**src/rtl/sdf_stage_ctrl.sv**
```systemverilog
// Control sequencer for one radix-2 single-path delay-feedback FFT stage.
// Generates delay-line shift, butterfly/pass phase, twiddle addressing, frame drain and length errors.
module sdf_stage_ctrl #(
  parameter int DELAY   = 512,
  parameter int CNT_W   = 10,
  parameter int TW_W    = 9,
  parameter int TW_STEP = 1
) (
  input  logic             clk,
  input  logic             rst_n,
  input  logic             in_valid,
  input  logic             in_last,
  output logic             in_ready,
  output logic             shift_en,
  output logic             bf_en,
  output logic             tw_en,
  output logic [TW_W-1:0]  tw_addr,
  output logic             out_valid,
  output logic [CNT_W-1:0] cnt,
  output logic             busy,
  output logic             frame_done,
  output logic             err
);

  localparam logic [1:0] IDLE  = 2'd0;
  localparam logic [1:0] FILL  = 2'd1;
  localparam logic [1:0] RUN   = 2'd2;
  localparam logic [1:0] FLUSH = 2'd3;

  localparam logic [CNT_W-1:0] CNT_HALF_LAST = CNT_W'(DELAY - 1);
  localparam logic [CNT_W-1:0] CNT_LAST      = CNT_W'(2 * DELAY - 1);

  logic [1:0] state;
  logic       accept;
  logic       in_frame;

  // Twiddle index for the lower-half position, wrapped to the ROM width.
  function automatic logic [TW_W-1:0] tw_index(input logic [CNT_W-2:0] pos);
    logic [31:0] prod;
    prod = 32'(pos) * 32'(TW_STEP);
    return prod[TW_W-1:0];
  endfunction

  assign in_ready  = (state != FLUSH);
  assign accept    = in_valid && in_ready;
  assign in_frame  = (state == FILL) || (state == RUN);
  assign shift_en  = (state == FLUSH) ? 1'b1 : accept;
  assign bf_en     = shift_en && cnt[CNT_W-1] && in_frame;
  assign out_valid = shift_en && ((state == RUN) || (state == FLUSH));
  assign tw_en     = out_valid && !cnt[CNT_W-1];
  assign tw_addr   = tw_en ? tw_index(cnt[CNT_W-2:0]) : '0;
  assign busy      = (state != IDLE);

  always_ff @(posedge clk or negedge rst_n) begin
    if (!rst_n) begin
      state      <= IDLE;
      cnt        <= '0;
      frame_done <= 1'b0;
      err        <= 1'b0;
    end else begin
      frame_done <= (state == FLUSH) && (cnt == CNT_HALF_LAST);
      // in_last is only legal on the final sample of a full frame in RUN.
      if (accept && in_last && in_frame && !((state == RUN) && (cnt == CNT_LAST)))
        err <= 1'b1;
      if (shift_en) begin
        cnt <= cnt + CNT_W'(1);
        case (state)
          IDLE:  state <= FILL;
          FILL:  if (cnt == CNT_HALF_LAST) state <= RUN;
          RUN:   if ((cnt == CNT_LAST) && in_last) state <= FLUSH;
          FLUSH: begin
            if (cnt == CNT_HALF_LAST) begin
              state <= IDLE;
              cnt   <= '0;
            end
          end
          default: state <= IDLE;
        endcase
      end
    end
  end

endmodule

```
**config.mk**
```make
export PLATFORM = sky130hd
export DESIGN_NAME = sdf_stage_ctrl
export DESIGN_NICKNAME = d
export VERILOG_FILES = /design/src/rtl/sdf_stage_ctrl.sv
export SDC_FILE = /design/constraint.sdc
export NUM_CORES = 1
export LEC_CHECK = 0
export ABC_CLOCK_PERIOD_IN_PS = 2200
export CORE_UTILIZATION = 44
export CTS_CLUSTER_SIZE = 8
export DETAILED_ROUTE_END_ITERATION = 8
export GPL_TIMING_DRIVEN = 0
export PLACE_DENSITY_LB_ADDON = 0.25
export SLEW_MARGIN = 10
export SYNTH_ARGS = -nofsm -noshare
export SYNTH_HDL_FRONTEND = slang
export SYNTH_SLANG_ARGS = --single-unit
```
**constraint.sdc**
```tcl
create_clock -name clk -period 2.2 [get_ports clk]
set_input_delay 0.55 -clock clk [delete_from_list [all_inputs] [get_ports clk]]
set_output_delay 0.55 -clock clk [all_outputs]
set_load 0.01 [all_outputs]
```
==> qor.csv <==
metric;value;unit
powerDensity;550;mW/mm²
vias;798;
async_flop_share;1.00;
finalWorstSetupSlack;28.2;ps
setup_viol;0;
r2r-end;state[1]$_DFFE_PN0P_;
dieHeight;46.7;µm
p_total;0.000751;W
whs_endpoint;err$_DFFE_PN0P_;
place_area;0.00121;mm²
worstHoldPathCells;1;
grt_pass1_vias;651;
grt_pass1_wl;3210;µm
clk_latency;280;ps
r2r_start;cnt[0]$_DFFE_PN0N_;
cts_tree;built;
pwr-share-comb;0.280;
cp-startpoint;state[1]$_DFFE_PN0P_;
clk_pin_slew;80;ps
synthCells;84;
critical_path.cell_chain;ha_4 > nor2_4 > clkinv_4 > and3_1 > dlygate4sd2_1;
wl;2170;µm
dr.pass1.iters;4;
antenna_cells;0;
cts.htree.levels;1;
drive_above_1_share;0.357;
p_sw;0.000264;W
fin_area;0.00137;mm²
ant_nets;0;
pre_cts_slack;-723;ps
vdd_drop_max;0.000484;V
syn_nets;94;
r2r_cells;5;
path_max_fanout;7;
grt-ovfl-total;0;
synth_seq_area_share;0.398;
pwr-share-clk;0.194;
hold_viol;0;
p_leak;0.618;nW
path_class;reg2out;
worstPathRequired;1650;ps
gp_congestion;0.816;
multiInputGateArea;558;µm²
dp_hpwl;1420;µm
end_kind;output pin;
cts_root_buf;clkbuf_4;
maxSlewViolCount;0;
area_growth;55.2;%
routed_via_density;5.18;
drc;0;
swShare;0.351;
numCtsBuffers;3;
cap_viol_max_count;0;
clkSinkCount;14;
final-seq-area;353;µm²
tightest_slew;664;ps
synth_flop_cell;dfrtp_1;
final.period_utilization;0.987;
ctsHoldBuffers;0;
cp_data_arrival_time;1620;ps
port_buffers;30;
layout.nets;141;
grt_start_max_net_pins;15;
slowest_delay;460;ps
grt_usage;0.215;
ys_types;31;
finalNonFillerCells;154;
dp_cells;139;
cp_top_family;flip-flops;
crit_buf_inv;2;
sequentialPowerShare;0.526;
start_util;0.488;
netlist_area;880;µm²
p_int;0.000487;W
fp.coreArea;0.00180;mm²
timing.fmax;460;MHz
cts_buffer_depth;2;
startpoint_type;flip-flop;
avgSynthCellArea;10.5;µm²
finalClockSkew;4.19;ps
rows;15;
hp-start;err$_DFFE_PN0P_;
drt_iter0_drc;26;
die_x;46.7;µm
rsz0062_at_grt;false;
ios;31;
status;finished, final reports clean;
hp-class;reg2reg;
final.min_clock_period;2170;ps
ys_ff_latch;14;
antenna_found_initial;0;
synth_enable_flop_cells;0;
ff2ff_setup_slack;290;ps
worst_path_max_delay_cell;dfrtp_2;
nFillCells;127;
die_area;0.00218;mm²
wl_per_cell;14.1;µm
relSlewSlack;0.556;
ys_warn_count;0;
## power by group through the flow
stage	sequential (W)	clock, W	combinational [W]
final	0.000395	0.000146	0.000210
after global routing	0.000403	0.000153	0.000228
after CTS	0.000394	0.000144	0.000208
after detailed placement	0.000400	0	0.000204
after global placement	0.000392	0	0.000200
after floorplan	0.000402	0	0.0000737
## worst max path at each step
stage	endpoint	slack, ps	cells past startpoint
after floorplan	bf_en	250	4
after global placement	tw_addr[3]	-710	5
after detailed placement	tw_addr[3]	-720	5
after CTS	tw_addr[0]	-9	7
after global routing	tw_addr[8]	2	6
final	bf_en	30	5
## sequential cells by signal, summed over array words and instances (netlist names)
signal and cells:
cnt 10, state 2, err 1, frame_done 1
## metrics by stage
stage                     TNS, ps   util  hold WS [ps]
final                           0  0.758           504
after global routing            0  0.758           536
after CTS                   -22.5  0.744           517
after detailed placement    -7590  0.672           487
after global placement      -7460  0.672           463
after floorplan                 0      -           254
## metal layers
metal	global-route usage	share of wire	wire [µm]	vias to the layer above
li1	-	-	-	391
met1	0.285	0.44	961	374
met2	0.342	0.48	1030	29
met3	0.0471	0.058	126	4
met4	0.0800	0.022	48	0
met5	0	0	0	-
## final cells by class
type                    count  share of cell area
plain buffers               1             0.00367
multi-input cells          61               0.409
clock buffers               3              0.0165
well taps                  25              0.0229
flip-flops and latches     14               0.258
inverters                   8              0.0257
repair buffers             42               0.264
## logic make-up (layout without fill, tap and decap cells)
logic type / after synthesis / count (layout) / synth area share
AOI/OAI and AO/OA: 13 / 13 / 0.127
muxes: 1 / 1 / 0.0171
and+or+nand+nor: 36 / 36 / 0.283
xor gates and xnor gates: 5 / 5 / 0.0498
adders and majority gates: 6 / 6 / 0.0853
DFF: 14 / 14 / 0.398
buffers and inverters: 9 / 54 / 0.0398
## placed cells by master, fill, tap and decap left out, drive strengths merged
cell,n
buf,19
clkdlybuf4s50,14
dfrtp,14
dlygate4sd2,7
and2,7
inv,7
nand2,6
nor3,6
ha,6
nor2,5
a21oi,4
clkbuf,4
nand4,4
xnor2,3
nand3,3
o21ai,2
xor2,2
a21o,2
or3,2
clkinv,1
nor4,1
and3,1
o2111ai,1
o32ai,1
o31ai,1
a32oi,1
o21bai,1
or4,1
mux2,1
clkdlybuf4s15,1
dlygate4sd1,1
## cell usage after synthesis, types with 2 or more instances
cell,n,area (µm²)
inv_1,7,26.3
nand3_1,2,10.0
nor2_1,5,18.8
nand4_4,2,42.5
and2_1,6,37.5
xnor2_1,3,26.3
a21o_1,2,15.0
nand4_1,2,12.5
ha_1,6,75.1
nor3_1,5,25.0
dfrtp_1,14,350
xor2_1,2,17.5
o21ai_0,2,10.0
a21oi_1,4,20.0
nand2_1,6,22.5
## repair_timing
| item | 4_1_cts | 5_1_grt |
|---|---|---|
| endpoints found under the setup margin | 14 | 10 |
| pin swaps | 4 | 2 |
| resized for setup | 54 | 6 |
| buffers inserted | 9 | 3 |
Power figures use the tool's default switching activity.
